[src/rtl/variable_precision_accumulator_pkg.sv]
// Shared definitions for the variable-precision ALU and accumulator:
// precision modes, accumulator state encoding and error-flag bit positions.
package vp_pkg;

  localparam logic [1:0] VP_MODE_4B  = 2'b00;
  localparam logic [1:0] VP_MODE_8B  = 2'b01;
  localparam logic [1:0] VP_MODE_16B = 2'b10;
  localparam logic [1:0] VP_MODE_ILL = 2'b11;

  typedef enum logic [1:0] {
    IDLE  = 2'd0,
    ACCUM = 2'd1,
    HOLD  = 2'd2
  } vp_state_e;

  localparam int ERR_MODE = 0;  // illegal or mismatched mode
  localparam int ERR_DROP = 1;  // beat arrived while not ready

endpackage

[src/rtl/variable_precision_accumulator_lane_unpack.sv]
// Combinational unpack of a packed 64-bit ALU product word into four
// zero-extended ACC_W-bit lanes according to the precision mode.
module vp_lane_unpack
  import vp_pkg::*;
#(
  parameter int ACC_W = 40
) (
  input  logic [63:0]        in_result,
  input  logic [1:0]         in_mode,
  output logic [4*ACC_W-1:0] lanes
);

  // Upper byte of each 16-bit slot never carries a 4-bit-mode product.
  logic unused_bits;
  assign unused_bits = ^{in_result[63:56], in_result[47:40]};

  always_comb begin
    lanes = '0;
    case (in_mode)
      VP_MODE_4B: begin
        for (int i = 0; i < 4; i++) begin
          lanes[i*ACC_W +: ACC_W] = ACC_W'(in_result[16*i +: 8]);
        end
      end
      VP_MODE_8B: begin
        lanes[0 +: ACC_W]     = ACC_W'(in_result[15:0]);
        lanes[ACC_W +: ACC_W] = ACC_W'(in_result[31:16]);
      end
      VP_MODE_16B: lanes[0 +: ACC_W] = ACC_W'(in_result[31:0]);
      default: lanes = '0;
    endcase
  end

endmodule

[src/rtl/variable_precision_accumulator.sv]
// Per-lane running-sum accumulator behind variable_precision_alu; emits one
// sum set per vector. Define VPACC_SATURATE_EN to clamp lanes instead of wrapping.
module variable_precision_accumulator
  import vp_pkg::*;
#(
  parameter int ACC_W = 40,
  parameter int CNT_W = 16
) (
  input  logic               clk,
  input  logic               rst,
  input  logic               in_valid,
  input  logic [63:0]        in_result,
  input  logic [1:0]         in_mode,
  input  logic               in_last,
  output logic               in_ready,
  output logic               out_valid,
  input  logic               out_ready,
  output logic [4*ACC_W-1:0] out_sum,
  output logic [1:0]         out_mode,
  output logic [CNT_W-1:0]   out_count,
  output logic [1:0]         err
);

  vp_state_e          state_q, state_d;
  logic [4*ACC_W-1:0] acc_q, acc_d;
  logic [CNT_W-1:0]   cnt_q, cnt_d;
  logic [1:0]         mode_q, mode_d;
  logic [1:0]         err_q, err_d;
  logic [4*ACC_W-1:0] lanes;
  logic [4*ACC_W-1:0] add_sum;

  vp_lane_unpack #(.ACC_W(ACC_W)) u_unpack (
    .in_result (in_result),
    .in_mode   (in_mode),
    .lanes     (lanes)
  );

  for (genvar gi = 0; gi < 4; gi++) begin : g_lane_add
`ifdef VPACC_SATURATE_EN
    logic [ACC_W:0] wide_sum;
    assign wide_sum = {1'b0, acc_q[gi*ACC_W +: ACC_W]} + {1'b0, lanes[gi*ACC_W +: ACC_W]};
    assign add_sum[gi*ACC_W +: ACC_W] = wide_sum[ACC_W] ? {ACC_W{1'b1}} : wide_sum[ACC_W-1:0];
`else
    assign add_sum[gi*ACC_W +: ACC_W] = acc_q[gi*ACC_W +: ACC_W] + lanes[gi*ACC_W +: ACC_W];
`endif
  end

  always_comb begin
    state_d = state_q;
    acc_d   = acc_q;
    cnt_d   = cnt_q;
    mode_d  = mode_q;
    err_d   = err_q;
    case (state_q)
      IDLE: begin
        if (in_valid) begin
          if (in_mode != VP_MODE_ILL) begin
            mode_d = in_mode;
            acc_d  = lanes;
            cnt_d  = CNT_W'(1);
          end else begin
            err_d[ERR_MODE] = 1'b1;
          end
          // An illegal last beat still closes the (empty) vector.
          if (in_last)                       state_d = HOLD;
          else if (in_mode != VP_MODE_ILL)   state_d = ACCUM;
        end
      end
      ACCUM: begin
        if (in_valid) begin
          if (in_mode == mode_q) begin
            acc_d = add_sum;
            if (cnt_q != {CNT_W{1'b1}}) cnt_d = cnt_q + CNT_W'(1);
          end else begin
            err_d[ERR_MODE] = 1'b1;
          end
          if (in_last) state_d = HOLD;
        end
      end
      HOLD: begin
        if (in_valid) err_d[ERR_DROP] = 1'b1;
        if (out_ready) begin
          state_d = IDLE;
          acc_d   = '0;
          cnt_d   = '0;
        end
      end
      default: state_d = IDLE;
    endcase
  end

  always_ff @(posedge clk) begin
    if (rst) begin
      state_q <= IDLE;
      acc_q   <= '0;
      cnt_q   <= '0;
      mode_q  <= VP_MODE_4B;
      err_q   <= '0;
    end else begin
      state_q <= state_d;
      acc_q   <= acc_d;
      cnt_q   <= cnt_d;
      mode_q  <= mode_d;
      err_q   <= err_d;
    end
  end

  assign in_ready  = (state_q != HOLD);
  assign out_valid = (state_q == HOLD);
  assign out_sum   = acc_q;
  assign out_mode  = mode_q;
  assign out_count = cnt_q;
  assign err       = err_q;

endmodule

[config.mk]
export PLATFORM = sky130hd
export DESIGN_NAME = variable_precision_accumulator
export DESIGN_NICKNAME = d
export VERILOG_FILES = /design/src/rtl/variable_precision_accumulator_pkg.sv /design/src/rtl/variable_precision_accumulator_lane_unpack.sv /design/src/rtl/variable_precision_accumulator.sv
export SDC_FILE = /design/constraint.sdc
export NUM_CORES = 1
export LEC_CHECK = 0
export ABC_AREA = 1
export BUFFER_PORTS_ARGS = -buffer_cell sky130_fd_sc_hd__buf_2
export CAP_MARGIN = 10
export CORE_UTILIZATION = 55
export DETAILED_ROUTE_END_ITERATION = 10
export PLACE_DENSITY = 0.87
export REMOVE_ABC_BUFFERS = 1
export SLEW_MARGIN = 20
export SYNTH_ARGS = -nofsm -noshare
export SYNTH_HDL_FRONTEND = slang
export SYNTH_SLANG_ARGS = --single-unit
[constraint.sdc]
create_clock -name clk -period 2.57 [get_ports clk]
set_input_delay 0 -clock clk [delete_from_list [all_inputs] [get_ports clk]]
set_output_delay 0 -clock clk [all_outputs]
set_load 0.01 [all_outputs]
==> impl_metrics.py, run 1 <==
metrics = {
    "grt": {
        "grt.overflow.total": 0,
        "grt_pass1_wl_um": 72600,
        "antenna_found_initial": 2,
        "grt_usage_pct": 33.7,
        "grt_max_degree": 75,
        "first_global_vias": 15311,
    },
    "synthesis": {
        "yosys_warnings": 0,
        "synth_flop_cell": "dfxtp_1",
        "synthArstFlopShare_pct": 0,
        "synth_cell_types": 51,
        "yosys_register_bits": 182,
        "synth_cells": 2372,
        "synth_area_per_cell_um2": 6.02,
        "synth_area_mm2": 0.0143,
        "synth_seq_area_share_pct": 25.5,
        "synth-edff-count": 0,
    },
    "pwr": {
        "peakVddDrop_mv": 1.10,
        "clockPowerShare_pct": 21.1,
        "powerDensity_mw_per_mm2": 813,
        "pwr-share-comb_pct": 51.3,
        "leakagePower_nw": 8.30,
        "power_switching_w": 0.00654,
        "swShare_pct": 48.1,
        "seqPwrFrac_pct": 27.7,
        "p_int_w": 0.00706,
    },
    "cts": {
        "cts.sinks": 182,
        "cts_tree": "yes",
        "cts_buffers": 17,
        "h-tree-depth": 4,
        "clkLatencyLatePin_ps": 450,
        "clock-root-buffer": "clkbuf_16",
        "path_clk_slew_ps": 90,
        "clockBufferDepth": 2,
    },
    "timing": {
        "relSlewSlack_pct": 65.3,
        "holdWs_ps": 5.74,
        "max_freq_mhz": 407,
        "tightestPinTransition_ps": 516,
        "skew_ps": 16.2,
        "period_needed_ps": 2460,
        "period_share_pct": 95.7,
        "setup_viol": 0,
        "fin_setup_tns_ps": 0,
        "finalMaxSlewViolations": 0,
        "final-hold-violation-count": 0,
    },
    "cells_and_area": {
        "fin_nets": 2774,
        "area_growth_pct": 17.2,
        "fin_cells": 2975,
        "drive_gt1_share_pct": 14.9,
        "fin_area_mm2": 0.0167,
        "num-fill-cells": 2375,
    },
    "hold_path": {
        "min_path_cells": 5,
        "hold_end": "out_sum[12]",
        "hp-class": "input pin to flop",
        "holdCritStartpoint": "in_result[12]",
    },
    "place": {
        "post-dp-hpwl_um": 34800,
        "post-place-cells": 2915,
        "gp_congestion": 0.961,
        "port_buffers": 236,
        "placed_area_mm2": 0.0158,
    },
    "critical_path": {
        "cpPeakStageDelay_ps": 570,
        "r2r-end": "out_mode[0]",
        "critPathKind": "flop to flop",
        "worst-path-max-fanout": 6,
        "r2r_slack_ps": 110,
        "required_ps": 2950,
        "cp_slowest_cell": "dlygate4sd3_1",
        "start_kind": "flop",
        "crit_chain": "inv_1 -> ha_2 -> inv_1 -> nor2_2 -> nand3_1 -> dlygate4sd3_1 -> a21oi_1 -> dlygate4sd3_1",
        "r2r-start": "state_q[0]",
        "cp-end-kind": "flop",
        "rr_worst_depth": 8,
        "arrival_ps": 2840,
    },
    "die": {
        "dieArea_mm2": 0.0266,
        "core_mm2": 0.0253,
        "fp.dieW_um": 163,
        "dieHeight_um": 163,
        "num_io_pins": 253,
        "start_util_pct": 56.4,
        "rows": 58,
    },
    "detailed_routing": {
        "wirelength_um": 45900,
        "drc": 0,
        "drtPass1Iterations": 6,
        "postRouteAntennaNets": 0,
        "wl_per_cell_um": 15.4,
        "viasPerCell": 5.55,
        "vias": 16507,
        "drtIter0Drc": 1365,
    },
    "outcome": {
        "status": "finished clean",
    },
    "job": {
        "drv_cap": 0,
    },
}
-- cells in the final DEF (no fill, tap or decap), types with 3 or more instances in the layout --
cell           Yosys  layout
nand3b_1          11      11
a31oi_1           15      15
buf_4              3      30
inv_6              1       4
inv_8              0       3
nor4_1            12      12
nand2_8            4       4
nor2_4             3       3
nand2_4            7       7
nand3_1          155     155
buf_2             14     236
ha_1              69      68
dlygate4sd3_1      0      25
nand2_1          644     644
a21oi_2           16      16
o21ai_0          104     104
nor2_8             4       4
a21o_1             3       3
fa_1               4       4
dfxtp_1          182     182
nor2_2            10      11
clkinv_8           0       4
a21oi_1          234     234
nor3_1            41      41
clkbuf_16          0      18
buf_12             1       3
inv_1            348     347
and3_1             3       3
o21bai_1           8       8
nand4_1           40      40
or2_2              9       9
xor2_1            15      15
o21a_1            11      11
xnor2_1            6       6
nor2_1           311     310
o21ai_2           18      18
inv_2              8       8
-- per-stage QoR --
stage / worst slack (ps) / util, % / power (W)
6_report: 112 / 66.1 / 0.0136
5_1_grt: -4.78 / 66.1 / 0.0144
4_1_cts: 62.6 / 65.9 / 0.0134
3_5_place_dp: 52.2 / 62.4 / 0.0105
3_3_place_gp: 108 / 62.4 / 0.0103
2_1_floorplan: -432 / - / 0.00809
-- cells in the mapped netlist (all sizes together) (10+ instances only) --
cell / instances / area [µm²]
o21a: 11 / 82.6
nand4: 41 / 263
clkbuf: 25 / 93.8
ha: 69 / 863
buf: 32 / 274
nand2: 657 / 2590
or2: 10 / 62.6
o21ai: 124 / 699
nand3: 157 / 796
xor2: 15 / 131
nor2: 328 / 1340
inv: 358 / 1360
nor3: 42 / 215
a31oi: 15 / 93.8
dfxtp: 182 / 3640
nand3b: 11 / 82.6
nor4: 12 / 75.1
a21oi: 250 / 1310
-- cells by family (layout without fill, tap and decap cells) --
kind of cell	count (synthesis)	count (layout)	share of synthesized area, %
buffers and inverters	415	686	12.1
adders and majority gates	73	73	6.61
and+or+nand+nor	1266	1266	38.4
other	0	2	0
DFF	182	182	25.5
AOI/OAI and AO/OA	415	415	16.1
xor gates and xnor gates	21	21	1.29
-- power groups by stage --
stage / clock network (W) / logic (W) / registers (W)
after detailed placement: 0 / 0.00667 / 0.00380
after floorplan: 0 / 0.00414 / 0.00395
after global routing: 0.00299 / 0.00762 / 0.00382
after global placement: 0 / 0.00651 / 0.00377
after CTS: 0.00288 / 0.00674 / 0.00375
final: 0.00286 / 0.00697 / 0.00376
-- repair_timing --
item / 4_1_cts / 5_1_grt
hold buffers: 25 / 0
gates resized for setup: 0 / 5
setup buffers: 0 / 0
hold endpoints to repair: 26 / 0
setup endpoints to repair: 0 / 83
-- sequential cells by signal (all words and copies together), names as in the netlist --
name and flops:
out_sum 160, out_count 16, err 2, state_q 2, out_mode 2
-- final cells by class --
cell class	instances	area (µm²)	area share (%)
antenna	2	5.00	0.0299
clock buffer	19	443	2.65
clock inverter	13	180	1.08
inverter	358	1370	8.17
multi-input combinational	1775	8910	53.3
sequential	182	3640	21.8
tap	330	413	2.47
timing repair buffer	296	1770	10.6
-- how the worst max path moves through the flow --
stage	startpoint	end	slack, ps	depth (start not counted)
after floorplan	state_q[0]	out_sum[100]	-430	13
after global placement	in_mode[1]	out_sum[39]	110	20
after detailed placement	in_mode[1]	out_sum[35]	50	20
after CTS	state_q[0]	out_sum[106]	60	14
after global routing	state_q[0]	out_sum[39]	-5	13
final	state_q[0]	out_mode[0]	110	8
-- per-layer routing --
layer,up-vias,part of all wire (%),track usage [%]
li1,8130,-,-
met1,7544,42,42.6
met2,711,47,57.7
met3,122,7.3,4.32
met4,0,3.4,13.7
met5,-,0,0
-- critical path: cells and delay by family (launching register included) --
family | cells | cell delay [ps]
fa+ha+maj | 1 | 270
buf+inv | 4 | 1310
flops | 1 | 350
compound gates | 1 | 160
simple gates | 2 | 290
Note: power is estimated with default switching activity, not from simulation.
==> inputs of run 2 (changes only) <==
- MAX_ROUTING_LAYER: default -> met4
==> run 2 against run 1 <==
Net effect: die area unchanged; global-route usage is 1.0 points higher; combinational power up 4.2%; critical path type unchanged; critical endpoint is now out_sum[70]; largest cell class unchanged.
==> impl_metrics.py, run 2 (same netlist as run 1, synthesis figures left out) <==
metrics = {
    "hold_path": {
        "hp-class": "input pin to flop",
        "min_path_cells": 5,
        "holdCritStartpoint": "in_result[12]",
        "hold_end": "out_sum[12]",
    },
    "timing": {
        "tightestPinTransition_ps": 572,
        "rsz0062_at_grt": "no",
        "skew_ps": 18.6,
        "relSlewSlack_pct": 61.8,
        "finalMaxSlewViolations": 0,
        "period_share_pct": 92.0,
        "max_freq_mhz": 423,
        "setup_viol": 0,
        "period_needed_ps": 2360,
        "final-hold-violation-count": 0,
        "holdWs_ps": 3.45,
    },
    "grt": {
        "antenna_found_initial": 2,
        "grt_max_degree": 65,
        "grt.overflow.total": 0,
        "grt_pass1_wl_um": 72300,
        "grt_usage_pct": 34.7,
        "first_global_vias": 14819,
    },
    "job": {
        "drv_cap": 0,
    },
    "outcome": {
        "status": "finished clean",
    },
    "cells_and_area": {
        "fin_area_mm2": 0.0170,
        "largest_reg_flops": 160,
        "final_common_cell": "nand2_1",
        "layout_common_cells": "nand2_1, inv_1, nor2_1",
        "fin_util_pct": 66.9,
        "fin_nets": 2797,
        "area_growth_pct": 18.7,
        "drive_gt1_share_pct": 15.5,
    },
    "detailed_routing": {
        "viasPerCell": 5.47,
        "drc": 0,
        "wirelength_um": 46400,
        "vias": 16386,
        "postRouteAntennaNets": 0,
        "drtPass1Iterations": 5,
        "wl_per_cell_um": 15.5,
        "drtIter0Drc": 1558,
    },
    "cts": {
        "cts.sinks": 182,
        "clock-root-buffer": "clkbuf_16",
        "h-tree-depth": 4,
        "cts_buffers": 17,
        "clockBufferDepth": 2,
        "clkLatencyLatePin_ps": 450,
        "cts_tree": "yes",
        "path_clk_slew_ps": 90,
    },
    "die": {
        "num_io_pins": 253,
        "core_mm2": 0.0253,
        "dieArea_mm2": 0.0266,
        "start_util_pct": 56.4,
        "rows": 58,
        "dieHeight_um": 163,
        "fp.dieW_um": 163,
    },
    "critical_path": {
        "worst-path-max-fanout": 12,
        "critPathKind": "flop to flop",
        "required_ps": 2920,
        "start_kind": "flop",
        "arrival_ps": 2710,
        "r2r-start": "state_q[0]",
        "r2r-end": "out_sum[70]",
        "rr_worst_depth": 13,
        "cp-end-kind": "flop",
        "r2r_slack_ps": 210,
    },
    "pwr": {
        "p_int_w": 0.00716,
        "peakVddDrop_mv": 1.08,
        "power_switching_w": 0.00673,
        "seqPwrFrac_pct": 27.1,
        "pwr-share-comb_pct": 52.2,
        "clockPowerShare_pct": 20.7,
        "swShare_pct": 48.4,
        "powerDensity_mw_per_mm2": 819,
        "leakagePower_nw": 8.42,
        "power_w": 0.0139,
    },
    "place": {
        "port_buffers": 236,
        "gp_congestion": 0.976,
        "post-dp-hpwl_um": 35000,
        "placed_area_mm2": 0.0159,
    },
}
-- run 2: changes by cell type in the layout (fill, tap and decap cells not counted), sizes merged --
cell         before  now
buf             270  290
clkbuf           20   18
clkinv            5    7
dlygate4sd3      25   27
inv             365  367
bufinv            1    0
-- run 2: timing repair --
item / 4_1_cts / 5_1_grt
endpoints found under the hold margin: 30 / 0
resized for setup: 0 / 6
endpoints found under the setup margin: 0 / 46
hold buffers: 27 / 0
setup buffers: 0 / 5
-- run 2: worst max-delay path by stage --
stage,from,endpoint,slack (ps),cells past startpoint
6_report,state_q[0],out_sum[70],210,13
5_1_grt,in_result[0],out_sum[36],9,19
4_1_cts,state_q[0],out_sum[100],40,14
3_5_place_dp,state_q[0],out_sum[97],60,14
3_3_place_gp,in_mode[0],out_sum[32],160,19
2_1_floorplan,state_q[0],out_sum[100],-430,13
-- run 2: worst max-delay path, cell delays in order (launching register included) --
cell      delay, ps
dfxtp_1         410
inv_1            90
ha_1            290
o21bai_1        180
nand2_2         130
nor2_8          130
nand2_8         110
buf_12          180
nor2_1           90
nand2_1          90
nor2_1          290
nand2_1         120
nor2_1          110
nor2_1           50
-- run 2: per-layer routing --
metal | vias to the layer above | wire length [µm] | track usage (%)
li1 | 8190 | - | -
met1 | 7392 | 20000 | 43.5
met2 | 720 | 21500 | 57.5
met3 | 84 | 3580 | 4.24
met4 | 0 | 1220 | 12.2
met5 | - | 0 | -
-- run 2: final cells by class --
class                      count  area (µm²)
timing repair inverter         1        11.3
antenna                        2        5.00
multi-input combinational   1775        8910
clock buffer                  17         425
sequential                   182        3640
inverter                     358        1380
clock inverter                15         206
timing repair buffer         318        1960
tap                          330         413
fill                        2419        8370
-- run 2: metrics by stage --
| step | TNS, ps | cells | worst slack, ps |
|---|---|---|---|
| floorplan | -24580 | 2315 | -432 |
| global placement | 0 | 2930 | 157 |
| finish | 0 | 2998 | 205 |
| CTS | 0 | 2989 | 42.1 |
| detailed placement | 0 | 2930 | 57.8 |
| global route | 0 | 2998 | 9.08 |
-- run 2: power groups by stage --
stage / sequential (W) / clock [W] / combinational [W]
after global routing: 0.00382 / 0.00299 / 0.00795
after global placement: 0.00378 / 0 / 0.00664
after floorplan: 0.00395 / 0 / 0.00414
after CTS: 0.00375 / 0.00289 / 0.00687
final: 0.00376 / 0.00287 / 0.00726
after detailed placement: 0.00381 / 0 / 0.00681
